--- src/rtl/writeback_arbiter.sv ---
// writeback_arbiter
//   Write side of the integer register file. Results from the ALU, the CSR
//   unit and the load/store unit are merged into the single regfile write
//   port. Load returns are byte/half selected and extended on entry to a
//   small FIFO. Fixed priority is LSU FIFO > CSR > ALU. An anti-starvation
//   counter forces an ALU grant after STARVE_LIMIT consecutive denied cycles.
//   All wb_* outputs are registered.
//
// Handshake: a transfer happens on a rising clk edge when valid and ready are
//   both high. Each ready is a function of FIFO/arbiter state and of the other
//   channels only, never of its own channel's valid. All readies are low
//   while rst is high.
//
// Ports
//   clk, rst                      clock, synchronous active-high reset
//   alu_valid/ready/rd/result     ALU result channel
//   csr_valid/ready/rd/rdata      CSR read-data channel
//   lsu_valid/ready/rd/data       load-return channel (raw aligned word)
//   lsu_funct3, lsu_addr_lo       load type and byte offset
//   wb_rd, wb_result              regfile destination and data
//   wb_reg_write, wb_csr_write    regfile write enables (ALU/LSU, CSR)
//   pend_mask                     bit r set while a queued load targets xr
module writeback_arbiter #(
    parameter int XLEN           = 32,
    parameter int LSU_FIFO_DEPTH = 2,
    parameter int STARVE_LIMIT   = 4
) (
    input  logic            clk,
    input  logic            rst,
    input  logic            alu_valid,
    output logic            alu_ready,
    input  logic [4:0]      alu_rd,
    input  logic [XLEN-1:0] alu_result,
    input  logic            csr_valid,
    output logic            csr_ready,
    input  logic [4:0]      csr_rd,
    input  logic [XLEN-1:0] csr_rdata,
    input  logic            lsu_valid,
    output logic            lsu_ready,
    input  logic [4:0]      lsu_rd,
    input  logic [XLEN-1:0] lsu_data,
    input  logic [2:0]      lsu_funct3,
    input  logic [1:0]      lsu_addr_lo,
    output logic [4:0]      wb_rd,
    output logic [XLEN-1:0] wb_result,
    output logic            wb_reg_write,
    output logic            wb_csr_write,
    output logic [31:0]     pend_mask
);

    localparam int PW = $clog2(LSU_FIFO_DEPTH);
    localparam int CW = $clog2(STARVE_LIMIT + 1);
    localparam logic [PW:0]   DEPTH_C = LSU_FIFO_DEPTH[PW:0];
    localparam logic [CW-1:0] LIMIT_C = STARVE_LIMIT[CW-1:0];

    typedef enum logic [1:0] {
        G_NONE = 2'd0,
        G_LSU  = 2'd1,
        G_CSR  = 2'd2,
        G_ALU  = 2'd3
    } grant_t;

    logic [4:0]          fifo_rd   [LSU_FIFO_DEPTH];
    logic [XLEN-1:0]     fifo_data [LSU_FIFO_DEPTH];
    logic [LSU_FIFO_DEPTH-1:0] fifo_occ;
    logic [PW-1:0]       wr_ptr;
    logic [PW-1:0]       rd_ptr;
    logic [PW:0]         count;
    logic [CW-1:0]       starve_cnt;

    logic   fifo_empty;
    logic   fifo_full;
    logic   starve_force;
    logic   push;
    logic   pop;
    grant_t grant;

    // Byte/half selection and extension of the raw load word.
    function automatic logic [XLEN-1:0] format_load(input logic [XLEN-1:0] word,
                                                    input logic [2:0]      f3,
                                                    input logic [1:0]      lo);
        logic [7:0]  b;
        logic [15:0] h;
        case (lo)
            2'd0:    b = word[7:0];
            2'd1:    b = word[15:8];
            2'd2:    b = word[23:16];
            default: b = word[31:24];
        endcase
        h = lo[1] ? word[31:16] : word[15:0];
        case (f3)
            3'b000:  format_load = {{(XLEN-8){b[7]}}, b};
            3'b001:  format_load = {{(XLEN-16){h[15]}}, h};
            3'b100:  format_load = {{(XLEN-8){1'b0}}, b};
            3'b101:  format_load = {{(XLEN-16){1'b0}}, h};
            default: format_load = word;
        endcase
    endfunction

    always_comb begin
        fifo_empty   = (count == '0);
        fifo_full    = (count == DEPTH_C);
        starve_force = (starve_cnt == LIMIT_C);

        // The forced ALU grant only takes effect if the ALU is actually
        // offering; otherwise normal priority applies.
        lsu_ready = !rst && !fifo_full;
        csr_ready = !rst && fifo_empty && !(starve_force && alu_valid);
        alu_ready = !rst && (starve_force || (fifo_empty && !csr_valid));

        grant = G_NONE;
        if (!rst) begin
            if (alu_valid && starve_force) grant = G_ALU;
            else if (!fifo_empty)          grant = G_LSU;
            else if (csr_valid)            grant = G_CSR;
            else if (alu_valid)            grant = G_ALU;
        end

        push = lsu_valid && lsu_ready;
        pop  = (grant == G_LSU);

        pend_mask = '0;
        for (int i = 0; i < LSU_FIFO_DEPTH; i++) begin
            if (fifo_occ[i] && (fifo_rd[i] != 5'd0)) pend_mask[fifo_rd[i]] = 1'b1;
        end
    end

    always_ff @(posedge clk) begin
        if (rst) begin
            fifo_occ     <= '0;
            wr_ptr       <= '0;
            rd_ptr       <= '0;
            count        <= '0;
            starve_cnt   <= '0;
            wb_rd        <= '0;
            wb_result    <= '0;
            wb_reg_write <= 1'b0;
            wb_csr_write <= 1'b0;
        end else begin
            // Push and pop never hit the same slot: a pop needs an occupied
            // head and a push needs a free tail.
            if (pop) begin
                fifo_occ[rd_ptr] <= 1'b0;
                rd_ptr           <= rd_ptr + PW'(1);
            end
            if (push) begin
                fifo_rd[wr_ptr]   <= lsu_rd;
                fifo_data[wr_ptr] <= format_load(lsu_data, lsu_funct3, lsu_addr_lo);
                fifo_occ[wr_ptr]  <= 1'b1;
                wr_ptr            <= wr_ptr + PW'(1);
            end
            case ({push, pop})
                2'b10:   count <= count + 1'b1;
                2'b01:   count <= count - 1'b1;
                default: count <= count;
            endcase

            if (!alu_valid || grant == G_ALU) starve_cnt <= '0;
            else if (starve_cnt != LIMIT_C)   starve_cnt <= starve_cnt + 1'b1;

            wb_reg_write <= 1'b0;
            wb_csr_write <= 1'b0;
            case (grant)
                G_LSU: begin
                    wb_rd        <= fifo_rd[rd_ptr];
                    wb_result    <= fifo_data[rd_ptr];
                    wb_reg_write <= (fifo_rd[rd_ptr] != 5'd0);
                end
                G_CSR: begin
                    wb_rd        <= csr_rd;
                    wb_result    <= csr_rdata;
                    wb_csr_write <= (csr_rd != 5'd0);
                end
                G_ALU: begin
                    wb_rd        <= alu_rd;
                    wb_result    <= alu_result;
                    wb_reg_write <= (alu_rd != 5'd0);
                end
                default: ;
            endcase
        end
    end

endmodule

--- config.mk ---
export PLATFORM = sky130hd
export DESIGN_NAME = writeback_arbiter
export DESIGN_NICKNAME = d
export VERILOG_FILES = /design/src/rtl/writeback_arbiter.sv
export SDC_FILE = /design/constraint.sdc
export NUM_CORES = 1
export LEC_CHECK = 0
export BUFFER_PORTS_ARGS = -buffer_cell sky130_fd_sc_hd__buf_4
export CAP_MARGIN = 20
export CORE_MARGIN = 5
export CORE_UTILIZATION = 45
export DETAILED_ROUTE_END_ITERATION = 8
export GPL_TIMING_DRIVEN = 0
export HOLD_SLACK_MARGIN = 0.1
export PLACE_DENSITY = 0.8
export SYNTH_ARGS = -nofsm -noshare
export SYNTH_HDL_FRONTEND = slang
export SYNTH_SLANG_ARGS = --single-unit
--- constraint.sdc ---
create_clock -name clk -period 2.2 [get_ports clk]
set_input_delay 0.55 -clock clk [delete_from_list [all_inputs] [get_ports clk]]
set_output_delay 0.55 -clock clk [all_outputs]
set_load 0.005 [all_outputs]
# Word-level counts from Yosys, hierarchy flattened
# Memory sizes are Yosys's and may differ from the RTL's. A register that Yosys moved wholly into a read port is not among the register bits.
# Index checks and enable logic that the tools add are counted.
[word_totals]
register_bits = 48
ramBits = 74
out_inout_bits = 74
mem_count = 2
inputBits = 121
[classes]
eq_ne = 13
bitwise_logic = 5
n_mux = 34
n_addsub = 5
n_reduce_logical = 32
n_lt_le_gt_ge = 8
[mem_list]
columns = ["memory", "words", "word_bits", "read_ports", "rd_clocked_by_memory_dff", "wr", "line_no", "source"]
rows = [
  ["fifo_data", 2, 32, 1, 1, 1, "64", "logic [XLEN-1:0] fifo_data [LSU_FIFO_DEPTH];"],
  ["fifo_rd", 2, 5, 3, 1, 1, "63", "logic [4:0] fifo_rd [LSU_FIFO_DEPTH];"],
]
[op_table]
columns = ["op", "count"]
rows = [
  ["32-bit 2-to-1 mux", 4],
  ["32-bit one-hot mux with 4 select lines", 1],
  ["32-bit one-hot mux with 3 select lines", 1],
  ["32-bit OR", 1],
  ["5-bit nonzero test", 5],
  ["8-bit one-hot mux with 3 select lines", 1],
  ["16-bit 2-to-1 mux", 1],
  ["2-bit 2-to-1 mux", 8],
  ["5-bit one-hot mux with 3 select lines", 1],
  ["1-bit logical AND", 13],
  ["5-bit by 6-bit < comparator with 1-bit output, second input constant", 2],
  ["1-bit 2-to-1 mux", 11],
  ["1-bit demux with 5-bit select", 2],
  ["2-bit equality test, second input constant", 5],
  ["5-bit by 1-bit greater-or-equal comparator with 1-bit output, second input constant", 2],
  ["3-bit equality test, second input constant", 3],
  ["2-bit by 1-bit equality test with 1-bit output, second input constant", 3],
  ["1-bit zero test", 5],
  ["2-bit zero test", 2],
  ["1-bit by 2-bit < comparator with 1-bit output, second input constant", 2],
  ["2-bit one-hot mux with 2 select lines", 1],
  ["2-bit OR reduction", 2],
  ["3-bit by 1-bit adder with 3-bit output, second input constant", 1],
  ["3-bit by 1-bit equality test with 1-bit output, second input constant", 1],
  ["15 further kinds", 19],
]

# Longest topological paths before layout
# Gate-level depths: netlist of run 1.
[depth]
depth_word = 10
ltp_mapped = 9
depth_no_buf = 8

# Worst setup path after synthesis of run 1
# No wires, ideal clock.
[synth_timing]
kind = "input to register"
start = "input port rst"
end = "memory fifo_data[0][0] (enable)"
stages = 4
arrival_ns = 1.849
setup_ns = 0.392
setup_slack_ns = -0.041
path_cell_list = "inv_1 > o211ai_1 > or2_2 > inv_1"
[synth_via]
elab_chain_len = 6
[synth_lines]
columns = ["item", "line_no", "source"]
rows = [
  ["start, declared", "29", "input logic rst,"],
  ["1-bit zero test", "n/a", ""],
  ["1-bit logical AND", "107", "lsu_ready = !rst && !fifo_full;"],
  ["1-bit logical AND", "119", "push = lsu_valid && lsu_ready;"],
  ["1-bit 2-to-1 mux", "146", "if (push) begin"],
  ["1-bit 2-to-1 mux *", "129", "if (rst) begin"],
  ["1-bit 2-to-1 mux (not written as such) *", "148", "fifo_data[wr_ptr] <= format_load(lsu_data, lsu_funct3, lsu_addr_lo);"],
  ["end, declared", "64", ""],
]
# Every way passes the cells marked *; elsewhere a longest branch is shown, timed or not.

==> results.sh, run 1 <==
export IMPL_initial_core_util_pct=45.2
export IMPL_place_hpwl_um=14200
export IMPL_n_antenna_cell=0
export IMPL_drt_initial_drc_count=398
export IMPL_syn_to_final_growth_pct=43.6
export IMPL_synth_fp_nets=658
export IMPL_worstMarginPinSlew_ns=0.820
export IMPL_synthArstFlopShare_pct=0
export IMPL_row_count=42
export IMPL_power_mw=7.96
export IMPL_clk_latency_ns=0.42
export IMPL_start_kind="register"
export IMPL_arrival_ns=1.75
export IMPL_hold_viol_final=0
export IMPL_slowest_stage="edfxtp_1"
export IMPL_yosys_area_top_type="edfxtp_1"
export IMPL_ys_seq_area_share_pct=54.1
export IMPL_avgSynthCellArea_um2=11.1
export IMPL_grt_antenna_before_repair=0
export IMPL_yosysWarnings=0
export IMPL_fp_dieW_um=125
export IMPL_postSynthCellCount=534
export IMPL_slew_headroom_pct=45.3
export IMPL_vdd_ir_drop_max_v=0.000508
export IMPL_cts_sinks=123
export IMPL_reg2reg_slack_ns=0.22
export IMPL_fp_dieH_um=125
export IMPL_via_per_inst=5.73
export IMPL_fin_nets=890
export IMPL_max_freq_mhz=435
export IMPL_placed_area_um2=7580
export IMPL_critPathMostFrequentCell="buf_4"
export IMPL_violations="negative setup slack"
export IMPL_ctsLongestPathBuffers=2
export IMPL_leakage_nw=3.41
export IMPL_min_from="lsu_rd[3]"
export IMPL_setup_violations_final=24
export IMPL_synth_seq_cells=123
export IMPL_wl_um=19600
export IMPL_grt_max_degree=38
export IMPL_ys_top_cells_by_area="edfxtp_1, dfxtp_1, o221a_2"
export IMPL_r2r_start="starve_cnt[0]"
export IMPL_grt_use_total_pct=24.2
export IMPL_wire_per_inst_um=20.5
export IMPL_holdWs_ns=0.313
export IMPL_io_buffers=192
export IMPL_fin_crit_sh_pct=104
export IMPL_fin_area_um2=8500
export IMPL_cts_root_buffer="clkbuf_16"
export IMPL_drt_pass1_iterations=5
export IMPL_vias=5470
export IMPL_h_tree_depth=4
export IMPL_clk_pin_slew_ns=0.06
export IMPL_critical_path_cell_chain="buf_4, nand3b_1, o22ai_1, buf_4"
export IMPL_holdPathStages=1
export IMPL_drc=0
export IMPL_cts_tree="built"
export IMPL_status="complete, but fails checks"
export IMPL_power_density_nw_per_um2=937
export IMPL_place_congestion=0.945
export IMPL_fin_crit_ns=2.30
export IMPL_io_pins=195
export IMPL_grt_pass1_vias=5508
export IMPL_ys_types=51
export IMPL_maxSlewViolCount=0
export IMPL_die_area_um2=15500
export IMPL_yosys_most_used_dff="edfxtp_1"
export IMPL_hold_class="input port to register"
export IMPL_worst_hold_path_endpoint="fifo_rd[0][3]"
export IMPL_rr_worst_depth=7
export IMPL_critPathRequiredTime_ns=1.65
export IMPL_cp_max_fo=5
export IMPL_cpPeakStageDelay_ns=0.47
export IMPL_cts_buffers=17
export IMPL_finalClockSkew_ns=0.00796
export IMPL_core_area_um2=13100
export IMPL_cts_hold_buf=0
export IMPL_antenna_left=0
export IMPL_drive_gt1_share_pct=46.7
export IMPL_maxCapViolations=0
export IMPL_netlist_area_um2=5920
export IMPL_rsz0062_at_grt="yes"
export IMPL_synth_edf_count=74
export IMPL_grt_overflow_total=0
export IMPL_worst_r2r_endpoint="wb_result[26]"
export IMPL_fin_ws_ns=-0.0969
export IMPL_critPathCaptureType="primary output"
export IMPL_grt_pass1_wl_um=29700
export IMPL_yosysTopAreaCellShare_pct=37.5
export IMPL_crit_type="register to primary output"
-- cells by family (layout without fill, tap and decap cells) --
family	Yosys count	count (layout)	synth area share, %
AO/OA/AOI/OAI	186	186	22.2
XOR/XNOR	4	4	0.592
adder cells (fa/ha/maj)	3	3	0.634
buffers and inverters	51	296	4.33
flip-flops	123	123	54.1
multiplexers	44	44	7.82
other	1	1	0.0634
AND/OR/NAND/NOR	122	122	10.3
-- metrics by stage --
stage               util [%]  std cells  setup slack (ns)  setup TNS (ns)
CTS                     63.8        947           -0.0483          -0.406
global placement        58.0        902            -0.433          -20.69
floorplan                  -        534             0.142               0
global route            64.9        955            -0.151           -2.55
detailed placement      58.0        902            -0.152           -5.95
finish                  64.9        955           -0.0969           -1.14
-- sequential cells by signal (all words and copies together) (netlist names), named ones only --
signal	cells
fifo_data	64
wb_reg_write	1
wr_ptr	1
fifo_rd	10
count	2
wb_rd	5
rd_ptr	1
wb_csr_write	1
starve_cnt	3
fifo_occ	2
wb_result	32
-- synth_stat cells, drive strengths merged, types with 4 or more instances --
| cell | count |
|---|---|
| edfxtp | 74 |
| o21ai | 52 |
| nand2 | 51 |
| dfxtp | 49 |
| a21oi | 43 |
| o221a | 36 |
| mux2i | 35 |
| o22ai | 31 |
| buf | 22 |
| clkbuf | 21 |
| nor2 | 17 |
| nand3 | 10 |
| a221o | 8 |
| inv | 8 |
| mux2 | 8 |
| nand3b | 8 |
| a22oi | 7 |
| nand2b | 7 |
| nor2b | 6 |
| nor3 | 4 |
-- critical path, delay by kind of cell (launching register included) --
kind                   cells  cell delay [ns]
flip-flops                 1             0.47
buffers and inverters      2             0.33
AND/OR/NAND/NOR            1             0.29
AO/OA/AOI/OAI              1             0.23
-- timing repair --
item	4_1_cts	5_1_grt
endpoints found under the setup margin	65	52
resized for setup	21	20
pin swaps	7	10
buffers inserted	21	8
cloned	1	0
-- power breakdown --
part	switching, mW	internal, mW
combinational	1.21	1.16
sequential	0.213	2.82
clock	1.02	1.54
-- layer usage --
layer | track usage [%] | wire length (um) | up-vias
li1 | - | - | 2539
met1 | 28.7 | 7720 | 2582
met2 | 41.8 | 9640 | 293
met3 | 7.20 | 1530 | 56
met4 | 8.51 | 670 | 0
met5 | 0 | 0 | -
-- cell usage in the layout, fill, tap and decap left out, drive strengths merged, types with 4 or more instances in the layout --
cell type / instances
nand2b: 7
nor2: 17
a22oi: 7
a21oi: 43
clkinv: 9
inv: 8
clkbuf: 31
a221o: 8
buf: 241
mux2: 8
o221a: 36
nor2b: 6
clkinvlp: 6
o21ai: 52
mux2i: 35
edfxtp: 74
nand3: 10
nand3b: 8
nor3: 4
nand2: 51
dfxtp: 49
o22ai: 31
-- worst max-delay path by stage --
stage,from,to,cells past startpoint
detailed placement,rst,fifo_data[0][25],5
global placement,rst,fifo_data[1][21],5
global route,fifo_rd[0][3],pend_mask[22],4
finish,fifo_rd[0][3],pend_mask[22],4
floorplan,rst,fifo_data[1][0],4
CTS,fifo_rd[0][3],pend_mask[20],4
-- area by class of cell --
cell class	instances	area, um^2
timing repair inverter	1	7.51
timing repair buffer	221	1680
buffer	34	194
clock buffer	17	425
fill	1045	4590
clock inverter	15	128
sequential	123	3210
inverter	8	33.8
tap	176	220
multi-input combinational	360	2600
Power figures use the tool's default switching activity.
==> run 2, diff against run 1 <==
--- a/config.mk
+++ b/config.mk
@@ -5,7 +5,7 @@
 export SDC_FILE = /design/constraint.sdc
 export NUM_CORES = 1
 export LEC_CHECK = 0
-export BUFFER_PORTS_ARGS = -buffer_cell sky130_fd_sc_hd__buf_4
+export BUFFER_PORTS_ARGS = -buffer_cell sky130_fd_sc_hd__buf_2
 export CAP_MARGIN = 20
 export CORE_MARGIN = 5
 export CORE_UTILIZATION = 45
@@ -13,6 +13,7 @@
 export GPL_TIMING_DRIVEN = 0
 export HOLD_SLACK_MARGIN = 0.1
 export PLACE_DENSITY = 0.8
+export SKIP_CTS_REPAIR_TIMING = 1
 export SYNTH_ARGS = -nofsm -noshare
 export SYNTH_HDL_FRONTEND = slang
 export SYNTH_SLANG_ARGS = --single-unit
==> run 2 against run 1 <==
Against the previous run:
- the run still ends with negative setup slack left
- cell count is 0.31% lower
- critical endpoint is now pend_mask[4]
- via count increased by 2.3%
- count of clock-buffer cells in the layout rose by 1
- sequential power hardly changed
- critical path depth unchanged
- setup slack got worse by 0.014 ns
- combinational power decreased by 11%
- non-clock buffer count decreased by 3
- largest cell class unchanged
==> results.sh, run 2 (synthesis gave the netlist of run 1 again) <==
export IMPL_status="complete, but fails checks"
export IMPL_violations="negative setup slack"
export IMPL_drt_pass1_iterations=5
export IMPL_maxSlewViolCount=0
export IMPL_syn_to_final_growth_pct=35.9
export IMPL_fin_area_um2=8050
export IMPL_placed_area_um2=7100
export IMPL_io_pins=195
export IMPL_clk_latency_ns=0.41
export IMPL_io_buffers=192
export IMPL_hold_class="input port to register"
export IMPL_fin_nets=887
export IMPL_grt_use_total_pct=23.2
export IMPL_fin_crit_sh_pct=105
export IMPL_grt_overflow_total=0
export IMPL_grt_pass1_wl_um=28900
export IMPL_layout_common_cells="buf_2, edfxtp_1, nand2_1"
export IMPL_worstMarginPinSlew_ns=0.837
export IMPL_rsz0062_at_grt="yes"
export IMPL_wl_um=19500
export IMPL_power_mw=8.05
export IMPL_wire_per_inst_um=20.5
export IMPL_hold_viol_final=0
export IMPL_fin_crit_ns=2.31
export IMPL_clk_pin_slew_ns=0.05
export IMPL_start_kind="register"
export IMPL_via_per_inst=5.88
export IMPL_row_count=42
export IMPL_rr_worst_depth=7
export IMPL_ctsLongestPathBuffers=2
export IMPL_crit_type="register to primary output"
export IMPL_cts_root_buffer="clkbuf_16"
export IMPL_slew_headroom_pct=44.1
export IMPL_arrival_ns=1.76
export IMPL_die_area_um2=15500
export IMPL_cts_tree="built"
export IMPL_critPathCaptureType="primary output"
export IMPL_drc=0
export IMPL_place_hpwl_um=13900
export IMPL_grt_antenna_before_repair=0
export IMPL_core_area_um2=13100
export IMPL_largest_register="fifo_data"
export IMPL_grt_max_degree=38
export IMPL_n_antenna_cell=0
export IMPL_fin_ws_ns=-0.111
export IMPL_holdPathStages=1
export IMPL_fp_dieW_um=125
export IMPL_cts_sinks=123
export IMPL_drt_initial_drc_count=501
export IMPL_initial_core_util_pct=45.2
export IMPL_drive_gt1_share_pct=46.4
export IMPL_place_congestion=0.934
export IMPL_finalClockSkew_ns=0.00579
export IMPL_antenna_left=0
export IMPL_fp_dieH_um=125
export IMPL_largest_reg_flops=64
export IMPL_vdd_ir_drop_max_v=0.000592
export IMPL_cp_max_fo=4
export IMPL_critPathRequiredTime_ns=1.65
export IMPL_grt_pass1_vias=5535
export IMPL_final_common_cell="buf_2"
export IMPL_setup_violations_final=21
export IMPL_h_tree_depth=4
export IMPL_cts_buffers=17
export IMPL_leakage_nw=3.32
export IMPL_maxCapViolations=0
export IMPL_vias=5597
export IMPL_max_freq_mhz=433
export IMPL_top_regs="fifo_data: 64 flops, wb_result: 32 flops, fifo_rd: 10 flops"
export IMPL_power_density_nw_per_um2=1000
==> run 2: cell count changes in the layout (fill, tap and decap cells not counted), moves of 2 or more <==
cell,previous run,this run
buf_4,215,24
nand2_2,3,1
nand2_1,48,50
buf_6,12,8
bufinv_16,1,4
clkinvlp_4,6,4
buf_2,14,206
==> run 2: final timing paths <==
kind                 start             to  slack (ns)
max          fifo_rd[0][4]   pend_mask[4]       -0.11
max reg2reg  starve_cnt[0]  wb_result[12]        0.14
min reg2reg         wr_ptr         wr_ptr        0.48
min              lsu_rd[3]  fifo_rd[1][3]        0.33
==> run 2: area by class of cell <==
type / instances / area, um^2
fillers: 1050 / 5040
flip-flops and latches: 123 / 3200
well taps: 176 / 220
repair inverters: 1 / 7.51
plain buffers: 34 / 195
repair buffers: 218 / 1160
inverters: 8 / 33.8
multi-input cells: 360 / 2600
clock inverters: 14 / 194
clock buffers: 18 / 429
==> run 2: worst max-delay path: stages (launching register included) <==
cell and delay [ns]:
edfxtp_1 0.44, buf_6 0.15, or3b_4 0.43, o22ai_2 0.19, buf_2 0.14
==> run 2: stage by stage <==
stage	std cells	setup TNS [ns]	setup WS [ns]	utilization, %	hold slack (ns)
after CTS	934	-8.56	-0.333	59.0	0.315
after floorplan	534	0	0.142	-	0.445
after global placement	902	-21.79	-0.451	54.3	0.453
after detailed placement	902	-8.62	-0.232	54.3	0.465
after global routing	952	-2.14	-0.142	61.5	0.323
final	952	-0.884	-0.111	61.5	0.329
==> run 2: power breakdown <==
group / switching, mW / total (mW) / internal [mW]
clock network: 1.01 / 2.91 / 1.90
logic: 1.19 / 2.11 / 0.923
registers: 0.215 / 3.03 / 2.82
total: 2.41 / 8.05 / 5.64
==> run 2: per-layer routing <==
| layer | up-vias | part of all wire [%] | track usage (%) |
|---|---|---|---|
| met5 | - | 0 | 0 |
| met4 | 0 | 3.0 | 8.06 |
| met3 | 49 | 8.6 | 6.95 |
| met2 | 334 | 51 | 40.8 |
| met1 | 2684 | 38 | 26.9 |
| li1 | 2530 | - | - |
==> run 3, diff against run 2 <==
--- a/config.mk
+++ b/config.mk
@@ -5,14 +5,15 @@
 export SDC_FILE = /design/constraint.sdc
 export NUM_CORES = 1
 export LEC_CHECK = 0
-export BUFFER_PORTS_ARGS = -buffer_cell sky130_fd_sc_hd__buf_2
 export CAP_MARGIN = 20
 export CORE_MARGIN = 5
 export CORE_UTILIZATION = 45
 export DETAILED_ROUTE_END_ITERATION = 8
+export DONT_BUFFER_PORTS = 1
 export GPL_TIMING_DRIVEN = 0
 export HOLD_SLACK_MARGIN = 0.1
-export PLACE_DENSITY = 0.8
+export PLACE_DENSITY = 0.67
+export RECOVER_POWER = 100
 export SKIP_CTS_REPAIR_TIMING = 1
 export SYNTH_ARGS = -nofsm -noshare
 export SYNTH_HDL_FRONTEND = slang
==> run 3 against run 2 <==
Against the previous run:
- the flow now finishes without violations
- count of clock-buffer cells in the layout unchanged
- sequential power up 2%
- flip-flop and latch count unchanged
==> results.sh, run 3 (synthesis gave the netlist of run 1 again) <==
export IMPL_grt_use_total_pct=21.3
export IMPL_cp_max_fo=8
export IMPL_cpPeakStageDelay_ns=0.50
export IMPL_rsz0062_at_grt="yes"
export IMPL_cts_tree="built"
export IMPL_crit_type="register to primary output"
export IMPL_clk_pin_slew_ns=0.06
export IMPL_drt_initial_drc_count=573
export IMPL_max_freq_mhz=458
export IMPL_slew_headroom_pct=44.0
export IMPL_final_common_cell="edfxtp_1"
export IMPL_vdd_ir_drop_max_v=0.000629
export IMPL_io_pins=195
export IMPL_leakage_nw=2.33
export IMPL_cts_sinks=123
export IMPL_cp_depth=3
export IMPL_drc=0
export IMPL_antenna_left=0
export IMPL_power_density_nw_per_um2=1100
export IMPL_holdWs_ns=0.233
export IMPL_hold_class="input port to register"
export IMPL_critPathCaptureType="primary output"
export IMPL_grt_overflow_total=0
export IMPL_place_ws_ns=-0.0370
export IMPL_row_count=42
export IMPL_place_hpwl_um=12800
export IMPL_die_area_um2=15500
export IMPL_vias=4622
export IMPL_cts_root_buffer="clkbuf_16"
export IMPL_fin_ws_ns=0.0151
export IMPL_rr_worst_depth=7
export IMPL_fin_nets=674
export IMPL_fp_dieH_um=125
export IMPL_grt_antenna_before_repair=0
export IMPL_status="finished clean"
export IMPL_maxSlewViolCount=0
export IMPL_h_tree_depth=4
export IMPL_slowest_stage="edfxtp_1"
export IMPL_fillers=1150
export IMPL_core_area_um2=13100
export IMPL_start_kind="register"
export IMPL_ctsLongestPathBuffers=2
export IMPL_critPathBufInv=1
export IMPL_worstMarginPinSlew_ns=0.839
export IMPL_worst_r2r_endpoint="wb_result[26]"
export IMPL_drive_gt1_share_pct=23.3
export IMPL_hold_viol_final=0
export IMPL_layout_common_cells="edfxtp_1, nand2_1, dfxtp_1"
export IMPL_arrival_ns=1.63
export IMPL_place_congestion=0.925
export IMPL_critPathCapture="pend_mask[27]"
export IMPL_grt_max_degree=38
export IMPL_finalClockSkew_ns=0.0109
export IMPL_grt_pass1_wl_um=26200
export IMPL_cts_buffers=17
export IMPL_io_buffers=0
export IMPL_grt_pass1_vias=4571
export IMPL_n_antenna_cell=0
export IMPL_fin_crit_ns=2.18
export IMPL_maxCapViolations=0
export IMPL_critical_path_cell_chain="buf_4, nand3b_1, o22ai_1"
export IMPL_initial_core_util_pct=45.2
export IMPL_largest_reg_flops=64
export IMPL_wl_um=17300
export IMPL_drt_pass1_iterations=5
export IMPL_largest_register="fifo_data"
export IMPL_seqCellArea_um2=3200
export IMPL_wire_per_inst_um=23.4
export IMPL_fin_crit_sh_pct=99.3
export IMPL_worstSetupStartpoint="fifo_rd[0][2]"
export IMPL_setup_violations_final=0
export IMPL_r2r_start="starve_cnt[0]"
export IMPL_crit_family="flip-flops"
export IMPL_critPathRequiredTime_ns=1.65
export IMPL_via_per_inst=6.25
export IMPL_syn_to_final_growth_pct=15.1
export IMPL_fp_dieW_um=125
export IMPL_clk_latency_ns=0.41
export IMPL_reg2reg_slack_ns=0.12
export IMPL_multiInputGateArea_um2=2550
export IMPL_top_regs="fifo_data: 64 flops, wb_result: 32 flops, fifo_rd: 10 flops"
run 3: cell types whose count changed in the layout (fill, tap and decap cells not counted), sizes merged:
cell	delta
buf	-218
bufinv	-1
clkbuf	+5
clkinv	+1
clkinvlp	+2
inv	-2
run 3: how the worst min path moves through the flow:
stage | startpoint | to | depth (start not counted)
after global placement | wr_ptr | wr_ptr | 2
after detailed placement | wr_ptr | wr_ptr | 2
after floorplan | wr_ptr | wr_ptr | 2
after CTS | lsu_rd[1] | fifo_rd[0][1] | 0
after global routing | lsu_rd[0] | fifo_rd[0][0] | 0
final | lsu_rd[1] | fifo_rd[0][1] | 0
run 3: final cells by class:
class                           instances  share of cell area (%)
Multi-Input combinational cell        360                    37.4
Clock inverter                         14                    2.26
Timing Repair inverter                  1                   0.110
Tap cell                              176                    3.23
Sequential cell                       123                    47.0
Clock buffer                           18                    6.30
Buffer                                 35                    2.81
Timing Repair Buffer                    4                   0.386
Inverter                                8                   0.496
run 3: metal layers:
| metal | global-route usage, % | vias to the layer above | wire, um |
|---|---|---|---|
| met5 | 0 | - | 0 |
| met4 | 6.13 | 0 | 250 |
| met3 | 8.45 | 23 | 1820 |
| met2 | 36.2 | 261 | 8540 |
| met1 | 25.0 | 2236 | 6670 |
| li1 | - | 2102 | - |
run 3: power by group:
part           leakage, nW  switching, mW  total, mW  internal, mW
Sequential            1.09          0.269       3.09          2.82
Clock                0.279          0.974       2.73          1.76
Combinational        0.963          0.975       1.64         0.664
run 3: per-stage QoR:
stage | util [%] | total power [mW] | std cells | TNS, ns | cell area (um^2)
6_report | 52.1 | 7.46 | 739 | 0 | 6810
5_1_grt | 52.1 | 7.79 | 739 | -0.158 | 6810
4_1_cts | 51.4 | 7.47 | 742 | -3.09 | 6730
3_5_place_dp | 46.9 | 4.74 | 710 | -1.31 | 6140
3_3_place_gp | 46.9 | 4.69 | 710 | -17.35 | 6140
2_1_floorplan | - | 4.28 | 534 | 0 | 5920
run 3: worst reg2reg max path, delay by kind of cell, from the launching register on:
family / cells / cell delay [ns]
adder cells (fa/ha/maj): 1 / 0.24
flip-flops: 1 / 0.34
AND/OR/NAND/NOR: 3 / 0.66
AO/OA/AOI/OAI: 1 / 0.31
buffers and inverters: 2 / 0.42
